--- src/rtl/munch_trail_gen.sv ---
// Munching-squares pixel generator with multi-frame phosphor trail.
// Frame-latched mode/palette/speed, frame divider and run/step control.
module munch_trail_gen #(
  parameter int CW         = 9,
  parameter int N_LAG      = 15,
  parameter int HOT_END    = 2,
  parameter int MID_END    = 6,
  parameter int WIN_W      = 512,
  parameter int WIN_H      = 480,
  parameter int SPEED_BITS = 4
) (
  input  logic                  clk,
  input  logic                  rst,
  input  logic [9:0]            hpos,
  input  logic [9:0]            vpos,
  input  logic                  vsync,
  input  logic [1:0]            mode_in,
  input  logic [SPEED_BITS-1:0] speed_in,
  input  logic                  palette_in,
  input  logic                  run,
  input  logic                  step,
  output logic [1:0]            R,
  output logic [1:0]            G,
  output logic [1:0]            B,
  output logic [CW-1:0]         frame_no,
  output logic                  frame_tick
);

  typedef enum logic [1:0] {
    M_XOR  = 2'd0,
    M_ADD  = 2'd1,
    M_XNOR = 2'd2,
    M_SUB  = 2'd3
  } mode_e;

  localparam logic [10:0] LP_WW = 11'(WIN_W);
  localparam logic [10:0] LP_WH = 11'(WIN_H);
  localparam logic [5:0]  LP_HOT = 6'(HOT_END);
  localparam logic [5:0]  LP_MID = 6'(MID_END);
  localparam logic [CW-1:0] LP_ONE_F = 1;
  localparam logic [SPEED_BITS-1:0] LP_ONE_S = 1;

  mode_e                 r_mode;
  logic [SPEED_BITS-1:0] r_speed;
  logic                  r_pal;
  logic [SPEED_BITS-1:0] r_div;
  logic                  r_pend;
  logic                  r_prev_vs;
  logic [CW-1:0]         r_frame;
  logic                  r_tick;
  logic [1:0]            r_r;
  logic [1:0]            r_g;
  logic [1:0]            r_b;

  logic                  w_edge;
  logic                  w_div_hit;
  logic                  w_adv;
  logic [CW-1:0]         w_x;
  logic [CW-1:0]         w_y;
  logic [N_LAG-1:0]      w_hit;
  logic                  w_any;
  logic [5:0]            w_win;
  logic                  w_head;
  logic                  w_yel;
  logic                  w_vis;
  logic                  w_on;
  logic [1:0]            w_lvl;
  logic [1:0]            w_r;
  logic [1:0]            w_g;
  logic [1:0]            w_b;

  assign w_edge    = vsync & ~r_prev_vs;
  assign w_div_hit = (r_div == r_speed);
  assign w_adv     = w_edge & (run ? w_div_hit : r_pend);

  assign w_x = hpos[CW-1:0];
  assign w_y = vpos[CW-1:0];

  // One comparator per lag; all evaluated in parallel against this pixel.
  for (genvar gi = 0; gi < N_LAG; gi++) begin : g_lag
    logic [CW-1:0] w_t;
    logic [CW-1:0] w_f;
    assign w_t = r_frame - CW'(gi);
    always_comb begin
      w_f = w_y ^ w_t;
      case (r_mode)
        M_XOR:  w_f = w_y ^ w_t;
        M_ADD:  w_f = w_y + w_t;
        M_XNOR: w_f = ~(w_y ^ w_t);
        M_SUB:  w_f = w_t - w_y;
        default: w_f = w_y ^ w_t;
      endcase
    end
    assign w_hit[gi] = (w_x == w_f);
  end

  // Scan from the oldest lag down so the nearest hit overrides.
  always_comb begin
    w_any = 1'b0;
    w_win = '0;
    for (int i = N_LAG - 1; i >= 0; i--) begin
      if (w_hit[i]) begin
        w_any = 1'b1;
        w_win = 6'(i);
      end
    end
  end

  assign w_head = (w_win == 6'd0);
  assign w_yel  = ~(w_head ^ r_pal);
  assign w_vis  = ({1'b0, hpos} < LP_WW) & ({1'b0, vpos} < LP_WH);
  assign w_on   = w_any & w_vis;

  always_comb begin
    w_lvl = 2'd1;
    if (w_win <= LP_HOT)
      w_lvl = 2'd3;
    else if (w_win <= LP_MID)
      w_lvl = 2'd2;
  end

  assign w_r = (w_on & w_yel)  ? w_lvl : 2'd0;
  assign w_g = w_on            ? w_lvl : 2'd0;
  assign w_b = (w_on & ~w_yel) ? w_lvl : 2'd0;

  always_ff @(posedge clk or posedge rst) begin
    if (rst) begin
      r_mode    <= M_XOR;
      r_speed   <= '0;
      r_pal     <= 1'b0;
      r_div     <= '0;
      r_pend    <= 1'b0;
      r_prev_vs <= 1'b1;
      r_frame   <= '0;
      r_tick    <= 1'b0;
      r_r       <= 2'd0;
      r_g       <= 2'd0;
      r_b       <= 2'd0;
    end else begin
      r_prev_vs <= vsync;
      r_tick    <= w_edge;
      r_r       <= w_r;
      r_g       <= w_g;
      r_b       <= w_b;
      if (w_edge) begin
        r_mode  <= mode_e'(mode_in);
        r_speed <= speed_in;
        r_pal   <= palette_in;
        if (run)
          r_div <= w_div_hit ? '0 : r_div + LP_ONE_S;
      end
      if (w_adv)
        r_frame <= r_frame + LP_ONE_F;
      // A step coinciding with an edge stays pending for the next edge.
      if (w_edge & run)
        r_pend <= 1'b0;
      else if (step & ~run)
        r_pend <= 1'b1;
      else if (w_adv)
        r_pend <= 1'b0;
    end
  end

  assign R          = r_r;
  assign G          = r_g;
  assign B          = r_b;
  assign frame_no   = r_frame;
  assign frame_tick = r_tick;

endmodule

--- config.mk ---
export PLATFORM = sky130hd
export DESIGN_NAME = munch_trail_gen
export DESIGN_NICKNAME = d
export VERILOG_FILES = /design/src/rtl/munch_trail_gen.sv
export SDC_FILE = /design/constraint.sdc
export NUM_CORES = 1
export LEC_CHECK = 0
export ABC_CLOCK_PERIOD_IN_PS = 12600
export CORE_ASPECT_RATIO = 1.25
export CORE_UTILIZATION = 55
export CTS_CLUSTER_SIZE = 25
export DETAILED_ROUTE_END_ITERATION = 10
export PLACE_DENSITY = 0.73
export SLEW_MARGIN = 40
export SYNTH_ARGS = -nofsm -noshare
export SYNTH_HDL_FRONTEND = slang
export SYNTH_SLANG_ARGS = --single-unit
--- constraint.sdc ---
create_clock -name clk -period 12.6 [get_ports clk]
set_clock_uncertainty 0.1 [all_clocks]
set_input_delay 3.15 -clock clk [delete_from_list [all_inputs] [get_ports clk]]
set_output_delay 3.15 -clock clk [all_outputs]
set_load 0.03 [all_outputs]
==> metrics.csv <==
metric;value;unit
status;complete, no violations;
H-Tree Depth;2;
Post-synth ARST share;100.0;%
RR Startpoint;r_mode[0];
ys flop type;dfrtp_1;
Syn-to-layout area delta;7.569;%
Non-Filler Instances;1831;
Tmin final;8.753;ns
cells along the critical path;clkdlybuf4s50_1, inv_1, ha_1, nor2_1, xnor2_1, ha_1, a21oi_1, nand2_1, maj3_1, o2111a_1, o31ai_1, nor4b_1, o31ai_1, nor4b_1, a311oi_1, nand4b_1, a211oi_1, nor4_1;
Initial Utilization;55.94;%
core box area;20740;um^2
Cell Pwr Density;340.0;nW/um^2
Top Ports;48;
Root Buffer;clkbuf_16;
Slowest cell on crit path;xnor2_1;
Die W;131.9;um
Clk pin slew, worst setup/hold paths;0.06;ns
register bit count reported by yosys;29;
main area contributors after synthesis;xnor2_1 18%, ha_1 6.3%, dfrtp_1 6.0%;
area of the multi-input gates;10300;um^2
cell leakage power;4.730;nW
Synth warnings;0;
Final Max Slew Viols;0;
Die Ht;164.4;um
Filler cells;1978;
PortBufs;47;
Reg-to-Reg End;R[0];
Worst setup SP type;primary input;
commonest cells in the netlist;245 x xnor2_1, 118 x nand2_1, 114 x a21oi_1;
First DRT Iteration DRCs;1462;
Max Cap Viol;0;
vias in the first global route;11610;
CTS resizes;0;
Post-Route WL;49340;um
GP Congestion;1.025;
Global Route Usage Sum;44.56;%
WHS;0.4201;ns
fin crit share;69.47;%
Min-Delay Path Class;reg2reg;
dpl hpwl;36410;um
Worst setup EP type;flop;
crit-path max FO;8;
Via density;7.106;
leading area contributor after synthesis;xnor2_1;
maximum buffer depth of the clock tree;2;
post-CTS setup buffer count;0;
Total Nets Final;1650;
Setup violations, final;0;
Slew headroom;39.35;%
Detail Route Antenna Nets;0;
WHS Path Cells;2;
pin count of the biggest net entering global routing;70;
worst-margin pin slew;0.9033;ns
Post-CTS Hold Fix Bufs;0;
Cell variety after synth;94;
slowest stage delay, CP;0.71;ns
total CTS buffers;5;
Final Hold Viols;0;
die area;21690;um^2
Vias;13010;
dpl cells;1823;
Cells after Synth;1577;
Post-synth EDFFs;0;
f_max;114.3;MHz
share of layout cells above drive strength 1;7.322;%
antenna violations before repair;0;
Crit path depth;18;
first-pass GRT wire length;72510;um
Reg2Reg Setup Slack;6.26;ns
top-count cell post-synth;xnor2_1;
row count;59;
hold endpoint;r_pend;
grt total ovfl;0;
syn_area_per_cell;7.359;um^2
WP buf/inv;2;
share of the synthesized area in the top cell type;18.49;%
Net Count, Synth;1671;
Worst-Skew Late Latency;0.29;ns
sequential element share of the synthesized area;6.264;%
crit-path leading delay family;simple AND/OR/NAND/NOR gates;
clock tree from TritonCTS;yes;
clock sink total;29;
placed cell areas;12280;um^2
routed len/inst;26.95;um
Req. time, crit path;12.68;ns
first drt pass iteration count;6;
fin util;60.18;%
Worst VDD drop;0.2084;mV
synthesized area;11600;um^2
final setup TNS;0;ns
RSZ-0062 raised after global routing;no;
Design Area, Final;12480;um^2
drc violations;0;
Hold Startpoint;r_pend;
Critical Path AT;8.83;ns
critical path type;in2reg;
Worst setup startpoint;vpos[1];
FF/Latch Area;733.2;um^2
reg2reg path depth;16;
ant diodes;0;
==> cells by family (layout without fill, tap and decap cells) <==
group	Yosys count	count (layout)	share of synthesized area [%]
buffers and inverters	155	135	5.779
flip-flops	29	29	6.264
adder cells (fa/ha/maj)	92	92	9.607
AO/OA/AOI/OAI	455	455	27.55
AND/OR/NAND/NOR	489	489	21.57
multiplexers	36	36	3.224
XOR/XNOR	321	321	26.01
==> layout make-up <==
| type | instances | area share [%] |
|---|---|---|
| Sequential cell | 29 | 5.874 |
| Clock buffer | 6 | 1.113 |
| Timing Repair Buffer | 85 | 6.144 |
| Multi-Input combinational cell | 1393 | 82.50 |
| Clock inverter | 2 | 0.3007 |
| Inverter | 42 | 1.323 |
| Tap cell | 274 | 2.746 |
==> power by group <==
| part | switching, mW | internal [mW] |
|---|---|---|
| combinational | 2.38 | 1.58 |
| sequential | 0.0283 | 0.114 |
| clock | 0.0498 | 0.0987 |
==> flip-flops by register name, summed over array words and instances, names as in the netlist <==
name        flops
G               2
r_div           4
r_pend          1
R               2
frame_no        9
r_pal           1
frame_tick      1
r_mode          2
r_speed         4
r_prev_vs       1
B               2
==> worst register-to-register path, cell delays in order, from the launching register on <==
cell	delay, ns
dfrtp_4	0.75
and2_1	0.69
nor2_1	0.11
xnor2_1	0.71
ha_1	0.41
a21oi_1	0.21
nand2_1	0.12
maj3_1	0.46
o2111a_1	0.29
o31ai_1	0.25
nor4b_1	0.60
o31ai_1	0.17
nor4b_1	0.68
a311oi_1	0.11
nand4b_1	0.16
a211oi_1	0.10
nor4_1	0.31
==> cells in the final DEF, fill, tap and decap left out, types with 8 or more instances in the layout <==
cell	Yosys	routed
nor2_1	90	89
o211ai_1	26	26
nor4_1	19	19
a2111oi_0	13	10
a31oi_1	28	28
xnor3_1	15	15
ha_1	58	58
xnor2_1	245	241
o21a_1	17	17
a21o_1	21	21
nand2_1	118	118
mux2i_1	25	25
or3_1	21	21
nor2b_1	12	12
dfrtp_1	28	25
maj3_1	23	23
and2_1	19	19
nand2b_1	16	16
a311oi_1	8	8
o2111ai_1	10	10
a21oi_1	114	113
xor2_1	61	61
mux2_2	11	11
a211oi_1	31	30
clkdlybuf4s50_1	0	47
o21ai_0	54	54
nor3_1	50	48
nand4_1	22	22
inv_1	33	32
a211o_1	21	21
and3_1	22	22
o221ai_1	11	11
buf_4	6	36
nand3_1	55	55
o31ai_1	15	15
==> worst max path at each step <==
| stage | to | slack, ns |
|---|---|---|
| 2_1_floorplan | B[0] | 5.02 |
| 3_3_place_gp | B[0] | 3.73 |
| 3_5_place_dp | R[0] | 3.59 |
| 4_1_cts | R[0] | 3.87 |
| 5_1_grt | R[0] | 3.63 |
| 6_report | R[0] | 3.85 |
==> per-stage QoR <==
step	worst slack, ns	power [mW]
2_1_floorplan	5.019	3.066
3_3_place_gp	3.726	3.911
3_5_place_dp	3.591	3.945
4_1_cts	3.870	4.121
5_1_grt	3.628	4.515
6_report	3.847	4.245
==> routing by layer <==
layer	vias to the layer above	share of wire, %	global-route usage, %
met5	-	0	0
met4	0	7.1	26.27
met3	215	12	9.607
met2	894	43	69.26
met1	6098	39	56.78
li1	5804	-	-
No activity file was read; power rests on OpenSTA's default activity.
